===== config.mk =====
export PLATFORM = sky130hd
export DESIGN_NAME = multicycle_control_fsm
export DESIGN_NICKNAME = d
export VERILOG_FILES = /design/src/rtl/multicycle_control_fsm.sv
export SDC_FILE = /design/constraint.sdc
export NUM_CORES = 1
export LEC_CHECK = 0
export CAP_MARGIN = 25
export CORE_MARGIN = 1.5
export CORE_UTILIZATION = 47
export CTS_CLUSTER_DIAMETER = 200
export CTS_CLUSTER_SIZE = 24
export DETAILED_ROUTE_END_ITERATION = 7
export PLACE_DENSITY = 0.88
export SLEW_MARGIN = 20
export SYNTH_ARGS = -nofsm -noshare
export SYNTH_HDL_FRONTEND = slang
export SYNTH_SLANG_ARGS = --single-unit
export TNS_END_PERCENT = 30

===== constraint.sdc =====
create_clock -name clk -period 3.55 [get_ports clk]
set_input_delay 0.5325 -clock clk [delete_from_list [all_inputs] [get_ports clk]]
set_output_delay 0.5325 -clock clk [all_outputs]
set_load 0.03 [all_outputs]

===== src/rtl/multicycle_control_fsm.sv =====
// multicycle_control_fsm: multicycle RV32 subset (R/lw/sw/beq) control sequencer with memory-ready handshake and retire counter.
// Define ILLEGAL_TRAP_EN to trap unknown opcodes instead of retiring them as NOPs.
module multicycle_control_fsm #(
  parameter int CNT_W = 16
) (
  input  logic             clk,
  input  logic             rst_n,
  input  logic [6:0]       OpCode,
  input  logic             Zero,
  input  logic             MemReady,
  output logic             PCWrite,
  output logic             PCSrc,
  output logic             IorD,
  output logic             IRWrite,
  output logic             MemRead,
  output logic             MemWrite,
  output logic             MemtoReg,
  output logic             RegWrite,
  output logic             AluSrcA,
  output logic [1:0]       AluSrcB,
  output logic [1:0]       Aluop,
  output logic [3:0]       State,
  output logic [CNT_W-1:0] InstrCount,
  output logic             Illegal
);
  typedef enum logic [3:0] {
    IDLE = 4'd0, FETCH = 4'd1, DECODE = 4'd2, MEMADR = 4'd3, MEMREAD = 4'd4, MEMWB = 4'd5,
    MEMWRITE = 4'd6, EXECUTE = 4'd7, ALUWB = 4'd8, BRANCH = 4'd9, TRAP = 4'd10
  } state_t;
  localparam logic [6:0] OP_R = 7'b0110011, OP_LW = 7'b0000011, OP_SW = 7'b0100011, OP_BEQ = 7'b1100011;
  state_t state_q, state_d;
  logic [CNT_W-1:0] cnt_q, cnt_d;
  logic load_q, load_d, retire;
`ifdef ILLEGAL_TRAP_EN
  logic illegal_q, illegal_d;
  assign Illegal = illegal_q;
`else
  assign Illegal = 1'b0;
`endif
  assign State      = state_q;
  assign InstrCount = cnt_q;
  always_comb begin
    state_d = state_q;
    load_d  = load_q;
    retire  = 1'b0;
`ifdef ILLEGAL_TRAP_EN
    illegal_d = illegal_q;
`endif
    case (state_q)
      IDLE:     state_d = FETCH;
      FETCH:    state_d = MemReady ? DECODE : FETCH;
      DECODE: begin
        // memory ops remember load vs store so MEMADR never re-reads OpCode
        load_d = OpCode == OP_LW;
        case (OpCode)
          OP_R:         state_d = EXECUTE;
          OP_LW, OP_SW: state_d = MEMADR;
          OP_BEQ:       state_d = BRANCH;
          default: begin
`ifdef ILLEGAL_TRAP_EN
            state_d   = TRAP;
            illegal_d = 1'b1;
`else
            state_d = FETCH;
            retire  = 1'b1;
`endif
          end
        endcase
      end
      MEMADR:   state_d = load_q ? MEMREAD : MEMWRITE;
      MEMREAD:  state_d = MemReady ? MEMWB : MEMREAD;
      MEMWRITE: begin
        state_d = MemReady ? FETCH : MEMWRITE;
        retire  = MemReady;
      end
      EXECUTE:  state_d = ALUWB;
      MEMWB, ALUWB, BRANCH: begin
        state_d = FETCH;
        retire  = 1'b1;
      end
      TRAP:     state_d = TRAP;
      default:  state_d = IDLE;
    endcase
    cnt_d = cnt_q + CNT_W'(retire);
  end
  always_comb begin
    PCWrite  = 1'b0;
    PCSrc    = 1'b0;
    IorD     = 1'b0;
    IRWrite  = 1'b0;
    MemRead  = 1'b0;
    MemWrite = 1'b0;
    MemtoReg = 1'b0;
    RegWrite = 1'b0;
    AluSrcA  = 1'b0;
    AluSrcB  = 2'b00;
    Aluop    = 2'b00;
    case (state_q)
      FETCH: begin
        MemRead = 1'b1;
        AluSrcB = 2'b01;
        IRWrite = MemReady;
        PCWrite = MemReady;
      end
      DECODE:   AluSrcB = 2'b11;
      MEMADR: begin
        AluSrcA = 1'b1;
        AluSrcB = 2'b10;
      end
      MEMREAD: begin
        MemRead = 1'b1;
        IorD    = 1'b1;
      end
      MEMWB: begin
        RegWrite = 1'b1;
        MemtoReg = 1'b1;
      end
      MEMWRITE: begin
        MemWrite = 1'b1;
        IorD     = 1'b1;
      end
      EXECUTE: begin
        AluSrcA = 1'b1;
        Aluop   = 2'b10;
      end
      ALUWB:    RegWrite = 1'b1;
      BRANCH: begin
        AluSrcA = 1'b1;
        Aluop   = 2'b01;
        PCSrc   = 1'b1;
        PCWrite = Zero;
      end
      default: ;
    endcase
  end
  always_ff @(posedge clk or negedge rst_n) begin
    if (!rst_n) begin
      state_q <= IDLE;
      cnt_q   <= '0;
      load_q  <= 1'b0;
`ifdef ILLEGAL_TRAP_EN
      illegal_q <= 1'b0;
`endif
    end else begin
      state_q <= state_d;
      cnt_q   <= cnt_d;
      load_q  <= load_d;
`ifdef ILLEGAL_TRAP_EN
      illegal_q <= illegal_d;
`endif
    end
  end
endmodule


==> key figures, run 1 <==
Outcome
  • Status: completed

Clock tree
  • Clock root cell: clkbuf_4
  • CTS buffer count: 3
  • Clock buffer depth: 2
  • Post-CTS Setup Inserts: 0
  • CTS Sinks: 21
  • Post_cts resized: 0
  • Clock-pin slew on the worst setup and hold paths: between 100 and 150 ps
  • H-tree Lvls: 1
  • Cts hold-fix bufs: 0
  • TritonCTS clock tree: yes
  • Clk Latency, worst-skew pair: 300 ps

STA
  • Final setup vio count: 0
  • Final Cycle Share: between 70 and 80%
  • Final Hold Vio Count: 0
  • Crit path time final: 2760 ps
  • WHS: between 400 and 500 ps
  • Setup TNS: 0 ps
  • Peak Freq: 362 MHz
  • Final Skew: 2.66 ps
  • RSZ-0062 raised after global routing: false
  • Final Max Tran Viols: 0

Synthesis
  • Synth cell types: 36
  • Mean area per synthesized cell: ~9.6 um2
  • Post-synthesis cell count: 124
  • Cell Area, Synth: 0.00119 mm2
  • Net count after synthesis: 138
  • YS warnings: 0
  • Post-synth top area cell: dfrtp_1
  • FF+latch count, synth: 21
  • Top cells by area, synth: dfrtp_1, xnor2_1, nor2b_1, nor2_1, nand3_1
  • Synth top area share: 44.1%
  • Sequential area share after synthesis: between 40 and 50%

Floorplan
  • Std cell rows: 18
  • Die area: roughly 0.0028 mm2
  • Die X: 53.3 um
  • Core ar.: around 0.0024 mm2
  • Initial Util: 49.0%
  • Die Ht: roughly 53 um
  • I/O Pins: 45

Hold path
  • Type of the most critical hold path: in2async

Global routing
  • Grt met1 use: 27.1%
  • Most Crowded Layer GR: met2
  • Met3 Track Usage GR: 4.24%
  • First-pass GRT wire length: 4640 um
  • Vias in the first global route: 1,022
  • GRT overflow: 0
  • Total global-route track usage: 22.2%
  • Initial antenna violation count: 0
  • GRT met2 Usage: 39.1%
  • Largest net degree at the start of global routing: 22

Placement
  • # port buffers: 43
  • Dpl hpwl: about 2100 um
  • Placed cells: ~190
  • Area after DPL: 0.00163 mm2
  • Placer Congestion: 0.849

Power
  • Pwr Density: 670 mW/mm2
  • Worst VDD drop: ~0.58 mV
  • Static Leakage: 0.685 nW

Cells and area
  • Final #Nets: 181
  • Area Growth Syn to Fin: 40.0%
  • Share of layout cells above drive strength 1: 5.42%
  • Layout fillers: 200
  • Number of inserted diodes: 0
  • Non-filler cells, final: between 150 and 200
  • Design area: between 0.0015 and 0.002 mm2

Routing
  • Vias per std cell: 5.40
  • Total routed wirelength: between 2000 and 3000 um
  • 1st-iter DRT viols: 16
  • DRC violations left: 0
  • Drt first pass iters: 4
  • Antenna-violating nets left: 0
  • Via count: approximately 1,100
  • Per-cell routed wire length: 14.0 um

Setup path
  • Element type at the critical path start: flip-flop
  • WP data arrival: 2230 ps
  • Critical path class: reg2out
  • Worst EP required: slightly above 3000 ps
  • CP endpoint kind: output pin
  • CP Max Fanout: 17

Flow run
  • Max Cap Violations: 0
cells by family (layout without fill, tap and decap cells):
kind of cell	count (synthesis)	after routing	share of synthesized area [%]
and+or+nand+nor	58	58	27.2
DFF	21	21	44.1
AOI/OAI and AO/OA	16	16	9.03
xor gates and xnor gates	14	14	10.3
buffers and inverters	8	50	3.36
adders and majority gates	4	4	3.99
muxes	2	2	1.68
other	1	1	0.315
where the power goes:
part / internal [mW] / switching, mW
Sequential: 0.286 / 0.100
Combinational: 0.271 / 0.348
Clock: 0.0438 / 0.0686
Total: 0.601 / 0.517
path summary, 6_finish.rpt:
kind                             endpoint  depth (start not counted)  slack (ps)      startpoint
max reg2reg                InstrCount[14]                          9        1280        State[1]
min                         InstrCount[2]                          1         490           rst_n
max                               PCWrite                          4         790        State[1]
min reg2reg                InstrCount[15]                          1         490  InstrCount[15]
min in group clk           InstrCount[15]                          1         490  InstrCount[15]
max in group asynchronous   InstrCount[6]                          2        2650           rst_n
state kept, by name, summed over array words and instances, names as in the netlist:
register,cells
load_q,1
InstrCount,16
State,4
through the flow:
| step | total power [mW] | utilization, % | worst slack (ps) |
|---|---|---|---|
| global route | 1.19 | 68.6 | 657 |
| finish | 1.12 | 68.6 | 787 |
| detailed placement | 1.00 | 66.9 | 886 |
| global placement | 0.993 | 66.9 | 911 |
| CTS | 1.12 | 68.0 | 759 |
| floorplan | 0.757 | - | 1060 |
placed cells by master, fill, tap and decap left out, types with 2 or more instances in the layout:
master           instances
and3_1                   2
nor3_1                   2
and4_4                   2
a21oi_1                  3
nor2b_1                  8
nand2_1                 10
xnor2_1                 12
dfrtp_1                 21
xor2_1                   2
nand3_1                  8
nand2b_1                 5
clkdlybuf4s50_1         43
o21ai_0                  4
mux2i_1                  2
ha_1                     3
nand4_1                  4
inv_1                    2
clkbuf_4                 3
nor2_1                  11
a21boi_0                 2
layout make-up:
cell class	count	area (um2)	share of cell area, %
Timing Repair Buffer	44	445	26.7
Multi-Input combinational cell	95	626	37.5
Sequential cell	21	526	31.5
Clock buffer	4	26.3	1.58
Inverter	2	7.51	0.450
Tap cell	30	37.5	2.25
worst max-delay path, cell delays in order (launching register included):
cell and delay, ps:
dfrtp_1 570, nand2b_1 280, nor2_1 260, a21o_1 160, clkdlybuf4s50_1 660
cells in the mapped netlist:
cell and number:
a2bb2oi_1 1, nor4_1 1, o21a_1 1, ha_1 3, nand4_1 4, nor4bb_1 1, nand2b_1 5, buf_2 2
a22oi_1 1, a32oi_1 1, nor2b_1 8, maj3_1 1, inv_1 2, and4_4 2, dfrtp_1 21, a22o_1 1
nand2_1 10, and3_1 2, and2_1 1, and3_4 1, nor3b_2 1, conb_1 1, xnor2_1 12, a21o_1 1
o221ai_1 1, mux2i_1 2, clkbuf_1 2, xor2_1 2, o21ai_0 4, a21oi_1 3, buf_4 2, nor2_1 11
nand3_1 8, nor3_1 2, a21boi_0 2, and3_2 1
layer usage:
metal / vias to the layer above / share of wire, %
met3: 2 / 6.7
met2: 46 / 51
met5: - / 0
met4: 0 / 0.47
met1: 497 / 42
li1: 514 / -
No activity file was read; power rests on OpenSTA's default activity.
==> run 2, diff against run 1 <==
--- a/config.mk
+++ b/config.mk
@@ -7,11 +7,11 @@
 export LEC_CHECK = 0
 export CAP_MARGIN = 25
 export CORE_MARGIN = 1.5
-export CORE_UTILIZATION = 47
+export CORE_UTILIZATION = 39
 export CTS_CLUSTER_DIAMETER = 200
 export CTS_CLUSTER_SIZE = 24
 export DETAILED_ROUTE_END_ITERATION = 7
-export PLACE_DENSITY = 0.88
+export PLACE_DENSITY = 0.78
 export SLEW_MARGIN = 20
 export SYNTH_ARGS = -nofsm -noshare
 export SYNTH_HDL_FRONTEND = slang
==> constraint.sdc (replaced) <==
create_clock -name clk -period 2.3 [get_ports clk]
set_input_delay 0.345 -clock clk [delete_from_list [all_inputs] [get_ports clk]]
set_output_delay 0.345 -clock clk [all_outputs]
set_load 0.03 [all_outputs]
==> run 2 against run 1 <==
  * The run now ends with DRC left
  * Sequential share of layout area down 1.5 points
  * Global-route usage down 4.6 points
  * Count of clock-buffer cells in the layout unchanged
  * Cell count up 5.1%
  * Critical path depth down 1
  * Setup slack worse by 680 ps
  * Die area up 19%
  * Design area up 5.7%
  * First-iteration DRC count up 110%
  * Clock skew up 4.0 ps
==> key figures, run 2 (same netlist as run 1, synthesis figures left out) <==
Setup path
  • Worst EP required: 1960 ps
  • Slowest CP cell: clkdlybuf4s50_1
  • Critical path buffer and inverter count: 1
  • R2R Path Start: State[0]
  • CP Max Fanout: 12
  • Critical-path cell list: nand2b_1 -> nor2_4 -> clkdlybuf4s50_1
  • Element type at the critical path start: flip-flop
  • Worst reg-to-reg setup slack: 230 ps
  • Critical path class: reg2out
  • Slowest Stage Delay on Critical Path: 680 ps
  • R2r endpoint: InstrCount[14]
  • WP data arrival: around 1900 ps
  • CP endpoint kind: output pin
  • R2R cell count: 9
  • Crit path max-delay family: buffers and inverters

Power
  • Comb pwr share: 58.3%
  • Sequential share of power: 31.9%
  • Static Leakage: 0.839 nW
  • Switching power of the nets: 823 uW
  • Clock power frac: 9.8%
  • Pwr Density: 1010 mW/mm2
  • Switching Fraction: a little under half
  • Int Pwr: 959 uW
  • Worst VDD drop: 0.629 mV
  • Total power: 1.78 mW

Cells and area
  • Most common cell after layout, fill and taps aside: clkdlybuf4s50_1
  • Largest register FFs: 16
  • Final #Nets: 190
  • Most frequent cells in the layout: clkdlybuf4s50_1, dfrtp_1, xnor2_1
  • Layout fillers: between 200 and 250
  • Number of inserted diodes: 0
  • Area Growth Syn to Fin: 48.0%
  • Share of layout cells above drive strength 1: 12.6%

Floorplan
  • Core ar.: 0.00283 mm2
  • Initial Util: 42.1%
  • Die Ht: 58.3 um
  • Die area: 0.00339 mm2
  • Die X: around 58 um
  • I/O Pins: 45
  • Std cell rows: 19

Global routing
  • Vias in the first global route: 994
  • First-pass GRT wire length: 4570 um
  • GRT overflow: 0
  • Total global-route track usage: 17.6%
  • Initial antenna violation count: 0
  • Largest net degree at the start of global routing: 22

Clock tree
  • TritonCTS clock tree: yes
  • Clock-pin slew on the worst setup and hold paths: roughly 110 ps
  • H-tree Lvls: 1
  • Clock buffer depth: 2
  • CTS buffer count: 3
  • CTS Sinks: 21
  • Clk Latency, worst-skew pair: 300 ps
  • Clock root cell: clkbuf_4

STA
  • Peak Freq: 456 MHz
  • Final setup vio count: 0
  • Final Cycle Share: between 90 and 100%
  • Crit path time final: 2190 ps
  • Final Max Tran Viols: 0
  • Final Skew: roughly 6.7 ps
  • Final Hold Vio Count: 0
  • Worst Setup Slack, final: 108 ps
  • RSZ-0062 raised after global routing: false
  • WHS: between 300 and 400 ps

Routing
  • Via count: 1,087
  • 1st-iter DRT viols: 34
  • DRC violations left: 1
  • Antenna-violating nets left: 0
  • Vias per std cell: 5.28
  • Total routed wirelength: approximately 2900 um
  • Drt first pass iters: 6
  • Per-cell routed wire length: about 14 um

Hold path
  • Type of the most critical hold path: in2async

Outcome
  • Status: finished with violations
  • Failing checks: DRC

Placement
  • Dpl hpwl: 2210 um
  • Place WS: -93.5 ps
  • # port buffers: between 40 and 50
  • Placer Congestion: roughly 0.85

Flow run
  • Max Cap Violations: 0
run 2: changes by cell type in the layout (fill, tap and decap cells not counted), sizes merged:
cell,previous run,this run
clkdlybuf4s50,43,33
buf,1,10
dlygate4sd2,0,4
dlymetal6s2s,0,6
run 2: per-stage QoR:
stage                     util (%)  setup TNS (ps)  cells  cell area (um2)
after floorplan                  -               0    124             1200
after global placement        60.2           -33.9    201             1700
after detailed placement      60.2            -208    201             1700
after CTS                     61.1               0    205             1730
after global routing          62.3               0    206             1760
final                         62.3               0    206             1760
run 2: worst max path at each step:
stage,startpoint,depth (start not counted),end
2_1_floorplan,State[3],10,InstrCount[14]
3_3_place_gp,OpCode[5],10,InstrCount[14]
3_5_place_dp,OpCode[0],9,InstrCount[14]
4_1_cts,State[2],5,RegWrite
5_1_grt,State[0],9,InstrCount[14]
6_report,State[3],3,MemWrite
run 2: power by group through the flow:
stage               registers, mW  logic [mW]  clock network (mW)
CTS                         0.579       0.998               0.179
floorplan                   0.666       0.510                   0
global route                0.584        1.10               0.195
detailed placement          0.583        1.02                   0
global placement            0.578       0.997                   0
finish                      0.569        1.04               0.174
run 2: repair_timing:
action                                  CTS  global route
hold buffers                              0             0
setup buffers                             0             1
resized for setup                         7             6
endpoints found under the setup margin   10             7
run 2: area by class of cell:
cell class / instances / area, um2 / area share (%)
inverter: 2 / 7.51 / 0.426
multi-input combinational: 95 / 633 / 35.9
sequential: 21 / 529 / 30.0
tap: 31 / 38.8 / 2.20
clock buffer: 4 / 26.3 / 1.49
timing repair buffer: 53 / 528 / 30.0
run 2: routing by layer:
metal / part of all wire (%) / global-route usage [%] / vias to the layer above
met5: 0 / 0 / -
met4: 2.1 / 6.98 / 0
li1: - / - / 528
met1: 44 / 23.8 / 522
met3: 2.9 / 2.90 / 8
met2: 51 / 28.1 / 29
